<file path="src/rtl/ahb2apb_nport_pkg.sv">
// Shared encodings for the AHB-Lite to multi-port APB bridge: AHB transfer
// codes, bridge FSM states and the byte-strobe helper.
package ahb2apb_nport_pkg;

  localparam int MAX_NSLV = 8;

  typedef enum logic [1:0] {
    HTRANS_IDLE   = 2'b00,
    HTRANS_BUSY   = 2'b01,
    HTRANS_NONSEQ = 2'b10,
    HTRANS_SEQ    = 2'b11
  } htrans_e;

  typedef enum logic [2:0] {
    HSIZE_BYTE = 3'd0,
    HSIZE_HALF = 3'd1,
    HSIZE_WORD = 3'd2
  } hsize_e;

  typedef enum logic [2:0] {
    ST_IDLE   = 3'd0,
    ST_SETUP  = 3'd1,
    ST_ACCESS = 3'd2,
    ST_ERR1   = 3'd3,
    ST_ERR2   = 3'd4
  } state_e;

  function automatic logic [3:0] strb_for(input logic [2:0] size, input logic [1:0] addr_lo);
    logic [3:0] strb;
    case (size)
      HSIZE_BYTE: strb = 4'b0001 << addr_lo;
      HSIZE_HALF: strb = 4'b0011 << {addr_lo[1], 1'b0};
      default:    strb = 4'hF;
    endcase
    return strb;
  endfunction

endpackage

</file>
<file path="src/rtl/apb_timeout_cnt.sv">
// Counts ACCESS cycles spent waiting on pready; expired is asserted during the
// TIMEOUT-th consecutive waiting cycle. TIMEOUT=0 never expires.
module apb_timeout_cnt #(
  parameter int TIMEOUT = 255
) (
  input  logic clk,
  input  logic reset_n,
  input  logic clear,
  input  logic run,
  output logic expired
);

  localparam int CW = (TIMEOUT > 1) ? $clog2(TIMEOUT) : 1;

  logic [CW-1:0] cnt_q, cnt_d;

  always_comb begin
    cnt_d = cnt_q;
    if (clear)    cnt_d = '0;
    else if (run) cnt_d = cnt_q + 1'b1;
  end

  always_ff @(posedge clk) begin
    if (!reset_n) cnt_q <= '0;
    else          cnt_q <= cnt_d;
  end

  generate
    if (TIMEOUT == 0) begin : g_off
      assign expired = 1'b0;
    end else begin : g_on
      assign expired = run && (cnt_q == CW'(TIMEOUT - 1));
    end
  endgenerate

endmodule

</file>
<file path="src/rtl/ahb2apb_nport.sv">
// AHB-Lite slave bridging single transfers onto NSLV APB slaves selected by an
// address field. Every AHB/APB output except pwdata is registered.
module ahb2apb_nport
  import ahb2apb_nport_pkg::*;
#(
  parameter int ADDR    = 24,
  parameter int NSLV    = 4,
  parameter int SLV_LSB = 16,
  parameter int TIMEOUT = 255
) (
  input  logic              clk,
  input  logic              reset_n,
  input  logic              hsel,
  input  logic [1:0]        htrans,
  input  logic [2:0]        hsize,
  input  logic [3:0]        hprot,
  input  logic [ADDR-1:0]   haddr,
  input  logic              hwrite,
  input  logic [31:0]       hwdata,
  input  logic              hready,
  output logic [31:0]       hrdata,
  output logic              hresp,
  output logic              hreadyout,
  output logic [NSLV-1:0]   psel,
  output logic              penable,
  output logic [2:0]        pprot,
  output logic [ADDR-1:0]   paddr,
  output logic              pwrite,
  output logic [31:0]       pwdata,
  output logic [3:0]        pstrb,
  input  logic [NSLV*32-1:0] prdata,
  input  logic [NSLV-1:0]   pready,
  input  logic [NSLV-1:0]   pslverr,
  output logic              timeout_o
);

  localparam int IDXW = (NSLV > 1) ? $clog2(NSLV) : 1;

  // Handshake: an AHB transfer is taken when hsel & hready & htrans[NONSEQ|SEQ];
  // an APB access completes on the edge where psel & penable & pready[idx].
  state_e          state_q, state_d;
  logic            hreadyout_q, hreadyout_d;
  logic            hresp_q, hresp_d;
  logic [31:0]     hrdata_q, hrdata_d;
  logic [NSLV-1:0] psel_q, psel_d;
  logic            penable_q, penable_d;
  logic [ADDR-1:0] paddr_q, paddr_d;
  logic            pwrite_q, pwrite_d;
  logic [3:0]      pstrb_q, pstrb_d;
  logic [2:0]      pprot_q, pprot_d;
  logic            timeout_q, timeout_d;

  logic [3:0]      idx;
  logic            accept, addr_ok, size_ok;
  logic [NSLV-1:0] sel_onehot;
  logic            sel_ready, sel_err, expired;
  logic [31:0]     sel_rdata;
  logic            unused_hprot;

  generate
    if (NSLV == 1) begin : g_one
      assign idx = 4'd0;
    end else begin : g_many
      assign idx = 4'(haddr[SLV_LSB +: IDXW]);
    end
  endgenerate

  assign accept       = hsel && hready &&
                        (htrans == HTRANS_NONSEQ || htrans == HTRANS_SEQ);
  assign addr_ok      = idx < 4'(NSLV);
  assign size_ok      = hsize <= HSIZE_WORD;
  assign sel_onehot   = NSLV'(1) << idx;
  assign unused_hprot = &{1'b0, hprot[3:2]};

  // psel_q is one-hot during ACCESS, so masking picks out the addressed slave.
  assign sel_ready = |(pready & psel_q);
  assign sel_err   = |(pslverr & psel_q);

  always_comb begin
    sel_rdata = '0;
    for (int i = 0; i < NSLV; i++) begin
      if (psel_q[i]) sel_rdata = prdata[i*32 +: 32];
    end
  end

  apb_timeout_cnt #(.TIMEOUT(TIMEOUT)) u_timeout (
    .clk     (clk),
    .reset_n (reset_n),
    .clear   (state_q == ST_SETUP),
    .run     ((state_q == ST_ACCESS) && !sel_ready),
    .expired (expired)
  );

  always_comb begin
    state_d     = state_q;
    hreadyout_d = hreadyout_q;
    hresp_d     = hresp_q;
    hrdata_d    = hrdata_q;
    psel_d      = psel_q;
    penable_d   = penable_q;
    paddr_d     = paddr_q;
    pwrite_d    = pwrite_q;
    pstrb_d     = pstrb_q;
    pprot_d     = pprot_q;
    timeout_d   = 1'b0;
    case (state_q)
      ST_IDLE: begin
        hreadyout_d = 1'b1;
        hresp_d     = 1'b0;
        if (accept) begin
          hreadyout_d = 1'b0;
          if (addr_ok && size_ok) begin
            state_d  = ST_SETUP;
            psel_d   = sel_onehot;
            paddr_d  = haddr;
            pwrite_d = hwrite;
            pstrb_d  = hwrite ? strb_for(hsize, haddr[1:0]) : 4'h0;
            pprot_d  = {~hprot[0], 1'b0, hprot[1]};
          end else begin
            state_d = ST_ERR1;
            hresp_d = 1'b1;
          end
        end
      end
      ST_SETUP: begin
        state_d   = ST_ACCESS;
        penable_d = 1'b1;
      end
      ST_ACCESS: begin
        if (sel_ready) begin
          psel_d    = '0;
          penable_d = 1'b0;
          if (sel_err) begin
            state_d = ST_ERR1;
            hresp_d = 1'b1;
          end else begin
            state_d     = ST_IDLE;
            hreadyout_d = 1'b1;
            hrdata_d    = sel_rdata;
          end
        end else if (expired) begin
          psel_d    = '0;
          penable_d = 1'b0;
          timeout_d = 1'b1;
          state_d   = ST_ERR1;
          hresp_d   = 1'b1;
        end
      end
      ST_ERR1: begin
        state_d     = ST_ERR2;
        hreadyout_d = 1'b1;
        hresp_d     = 1'b1;
      end
      ST_ERR2: begin
        // A transfer presented here is the one the master cancels; drop it.
        state_d     = ST_IDLE;
        hreadyout_d = 1'b1;
        hresp_d     = 1'b0;
      end
      default: begin
        state_d     = ST_IDLE;
        hreadyout_d = 1'b1;
        hresp_d     = 1'b0;
        psel_d      = '0;
        penable_d   = 1'b0;
      end
    endcase
  end

  always_ff @(posedge clk) begin
    if (!reset_n) begin
      state_q     <= ST_IDLE;
      hreadyout_q <= 1'b1;
      hresp_q     <= 1'b0;
      hrdata_q    <= '0;
      psel_q      <= '0;
      penable_q   <= 1'b0;
      paddr_q     <= '0;
      pwrite_q    <= 1'b0;
      pstrb_q     <= '0;
      pprot_q     <= '0;
      timeout_q   <= 1'b0;
    end else begin
      state_q     <= state_d;
      hreadyout_q <= hreadyout_d;
      hresp_q     <= hresp_d;
      hrdata_q    <= hrdata_d;
      psel_q      <= psel_d;
      penable_q   <= penable_d;
      paddr_q     <= paddr_d;
      pwrite_q    <= pwrite_d;
      pstrb_q     <= pstrb_d;
      pprot_q     <= pprot_d;
      timeout_q   <= timeout_d;
    end
  end

  assign hrdata    = hrdata_q;
  assign hresp     = hresp_q;
  assign hreadyout = hreadyout_q;
  assign psel      = psel_q;
  assign penable   = penable_q;
  assign paddr     = paddr_q;
  assign pwrite    = pwrite_q;
  assign pstrb     = pstrb_q;
  assign pprot     = pprot_q;
  assign timeout_o = timeout_q;
  assign pwdata    = hwdata;

endmodule

</file>
<file path="config.mk">
export PLATFORM = sky130hd
export DESIGN_NAME = ahb2apb_nport
export DESIGN_NICKNAME = d
export VERILOG_FILES = /design/src/rtl/ahb2apb_nport_pkg.sv /design/src/rtl/apb_timeout_cnt.sv /design/src/rtl/ahb2apb_nport.sv
export SDC_FILE = /design/constraint.sdc
export NUM_CORES = 1
export LEC_CHECK = 0
export ABC_CLOCK_PERIOD_IN_PS = 1700
export CAP_MARGIN = 20
export CORE_MARGIN = 5
export CORE_UTILIZATION = 35
export DETAILED_ROUTE_END_ITERATION = 8
export GPL_TIMING_DRIVEN = 0
export HOLD_SLACK_MARGIN = 0.06
export PLACE_DENSITY_LB_ADDON = 0.05
export SLEW_MARGIN = 10
export SYNTH_ARGS = -nofsm -noshare
export SYNTH_HDL_FRONTEND = slang
export SYNTH_SLANG_ARGS = --single-unit
</file>
<file path="constraint.sdc">
create_clock -name clk -period 1.7 [get_ports clk]
set_input_delay 0.34 -clock clk [delete_from_list [all_inputs] [get_ports clk]]
set_output_delay 0.34 -clock clk [all_outputs]
set_load 0.005 [all_outputs]
</file>
==> impl_metrics.py <==
metrics = {
    "run_status": {
        "status": "finished with violations",
        "violations": "negative setup slack",
    },
    "cells_and_area": {
        "n_antenna_cell": 0,
        "fin_nets": 1058,
        "fillerInstances": 1071,
        "fin_util": 0.652,
        "post_route_cells_drive_above_1_share": 0.136,
        "sequential_cell_area_um2": 1650,
        "multiInputGateArea_um2": 2180,
        "most_frequent_standard_cell_in_the_layout_excluding_fill_and_tap_cells": "clkdlybuf4s50_1",
        "syn2layout_area_growth_pct": 81.2,
        "count_of_placed_standard_cells_in_the_final_layout_fillers_left_out": 1023,
        "final_cell_mix": "clkdlybuf4s50_1, nand2_1, dfxtp_1",
    },
    "power_and_ir_drop": {
        "power.static_leakage_nw": 2.98,
        "ir_worst_vdd_mv": 0.486,
        "powerDensity_nw_per_um2": 682,
    },
    "timing": {
        "rsz0062_at_grt": "yes",
        "final_setup_fails": 12,
        "worst_slew_pin_slew_ns": 0.550,
        "max_clock_freq_mhz": 581,
        "final_hold_vio_count": 0,
        "slew_violations": 0,
        "final_min_period_ns": 1.72,
        "min_period_over_period": 1.01,
        "setup_ws_ns": -0.0215,
        "slew-limit-headroom": 0.634,
        "finalHoldWorstSlack_ns": 0.457,
        "finalSetupTns_ns": -0.139,
        "fin_worst_skew_ns": 0.00841,
    },
    "route": {
        "routed_via_count": 5156,
        "detail_route.iter0.violations": 279,
        "total_wire_length_um": 17400,
        "viasPerCell": 5.04,
        "post-route-drc-count": 0,
        "wl_per_cell_um": 17.0,
        "dr.pass1.iters": 4,
        "ant_nets": 0,
    },
    "logic_synthesis": {
        "predominant_post_synthesis_flop_cell": "dfxtp_1",
        "synth-edff-count": 0,
        "syn-mean-instance-area_um2": 7.89,
        "syn_area_um2": 4360,
        "synth.yosys.warnings": 0,
        "synth.yosys.seq_area_share": 0.376,
        "yosysUniqueCellTypes": 43,
        "yosys_register_bits": 82,
        "postSynth.asyncResetShare": 0,
        "syn-instance-count": 553,
        "synthesized_netlist_net_count": 761,
    },
    "critical_path": {
        "cp-startpoint": "state_q[1]",
        "path_class": "reg -> reg",
        "critical_path.reg2reg.endpoint": "hrdata[9]",
        "timing.reg2reg.setup_slack_ns": -0.02,
        "critical_path.endpoint_type": "flip-flop",
        "rr_startpoint": "state_q[1]",
        "critPathRequiredTime_ns": 1.97,
        "worstPathArrival_ns": 1.99,
        "crit_end": "hrdata[9]",
        "timing.critical_path.from_type": "flip-flop",
        "critical_path.max_fanout": 7,
        "worst_r2r_path_depth": 6,
    },
    "clock_tree": {
        "clock_tree.htree_level_count": 3,
        "cts_num_sinks": 82,
        "cts_tree": "yes",
        "worst_skew_pair_latency_ns": 0.34,
        "numCtsBuffers": 9,
        "ctsLongestPathBuffers": 2,
        "cts.reportedPaths.clkPinSlew_ns": 0.07,
        "clock_tree.root_cell": "clkbuf_16",
    },
    "die": {
        "die_area_um2": 14800,
        "rows": 40,
        "core_region_area_um2": 12100,
        "vert_die_dim_um": 122,
        "num_io_pins": 310,
        "start_util": 0.360,
        "chipWidth_um": 122,
    },
    "placement": {
        "hpwlAfterDp_um": 13900,
        "routability_congestion_estimate_from_global_placement": 0.919,
        "io_buffer_count": 273,
        "post-place-ws_ns": -0.518,
        "placedCellCount": 994,
    },
    "global_route": {
        "antenna_found_initial": 0,
        "grt_most_used_layer": "met2",
        "grt_pass1_vias": 5165,
        "grt_first_pass_wirelength_um": 25800,
        "grt_util_met2": 0.399,
        "grt_start_max_net_pins": 17,
        "use_met3": 0.0757,
        "gr-usage-all-layers": 0.218,
        "globalRouteOverflowTotal": 0,
        "grt.met1_usage": 0.233,
    },
    "worst_hold_path": {
        "timing.hold.worst.class": "reg -> reg",
        "worst_min_delay_path_startpoint": "paddr[3]",
    },
    "job": {
        "maxCapViolCount": 0,
    },
}
[through the flow]
stage / power [W] / cell area, µm²
after floorplan: 0.00262 / 4360
after global placement: 0.00330 / 7300
after detailed placement: 0.00333 / 7300
after CTS: 0.00536 / 7660
after global routing: 0.00563 / 7900
final: 0.00538 / 7900
[metal layers]
layer	share of wire	wire [µm]
met1	0.37	6450
met3	0.086	1500
met5	0	0
met4	0.025	432
met2	0.52	9050
[sequential cells by signal, indices dropped and copies added (netlist names)]
register         cells
psel                 4
timeout_o            1
state_q              3
u_timeout.cnt_q      8
hrdata              32
pstrb                4
paddr               24
pwrite               1
hresp                1
pprot                2
hreadyout            1
penable              1
[synthesized netlist by cell type (2+ instances only)]
cell type	n	share of area
nand2_1	98	0.084
a211oi_1	3	0.0052
inv_1	37	0.032
a22o_1	2	0.0040
xor2_1	2	0.0040
a22oi_2	2	0.0057
o21ai_0	22	0.025
a211o_1	34	0.068
mux2i_1	4	0.0092
or3_1	6	0.0086
a21oi_1	35	0.040
o21ai_1	20	0.023
a221oi_1	33	0.066
nor2_1	14	0.012
buf_1	2	0.0017
ha_1	2	0.0057
nor2b_1	5	0.0072
nand4_1	3	0.0043
and3_1	6	0.0086
nand3_1	10	0.011
clkbuf_1	25	0.022
buf_2	14	0.016
nor3_1	4	0.0046
buf_4	33	0.057
buf_6	5	0.013
dfxtp_1	82	0.38
a31oi_1	33	0.047
nand2b_1	2	0.0029
[worst max-delay path, cell delays in order (launching register included)]
cell,delay (ns)
dfxtp_2,0.36
or3b_4,0.41
a2111oi_4,0.29
buf_6,0.22
clkbuf_16,0.16
o21ai_1,0.06
a31oi_1,0.15
[cell families after synthesis]
logic type	Yosys count	share of synthesized area
other cells	1	0.000860
flops	82	0.376
mux	4	0.00918
buf+inv	117	0.142
xor+xnor	3	0.00603
simple gates	153	0.157
compound gates	191	0.303
fa+ha+maj	2	0.00574
[final cells by class]
type,count,share of cell area
inverter,38,0.0181
multi-input combinational,354,0.276
buffer,79,0.0656
sequential,82,0.209
clock buffer,9,0.0285
clock inverter,7,0.0105
timing repair buffer,286,0.366
tap,168,0.0266
[what timing repair did]
item,in CTS,in global routing
pin swaps,0,8
gates resized for setup,13,40
endpoints found under the setup margin,36,74
hold buffers,0,0
setup buffers,3,9
gates cloned,0,3
[power by group]
group	switching, W	internal (W)
registers	0.0000441	0.00198
clock network	0.000865	0.00116
logic	0.000517	0.000819
total	0.00143	0.00396
[worst min-delay path by stage]
stage	to	slack [ns]	depth (start not counted)
after floorplan	pprot[2]	0.44	1
after global placement	pstrb[2]	0.44	2
after detailed placement	pstrb[0]	0.45	2
after CTS	pstrb[0]	0.46	2
after global routing	paddr[22]	0.48	2
final	paddr[3]	0.46	2
No activity file was read; power rests on OpenSTA's default activity.
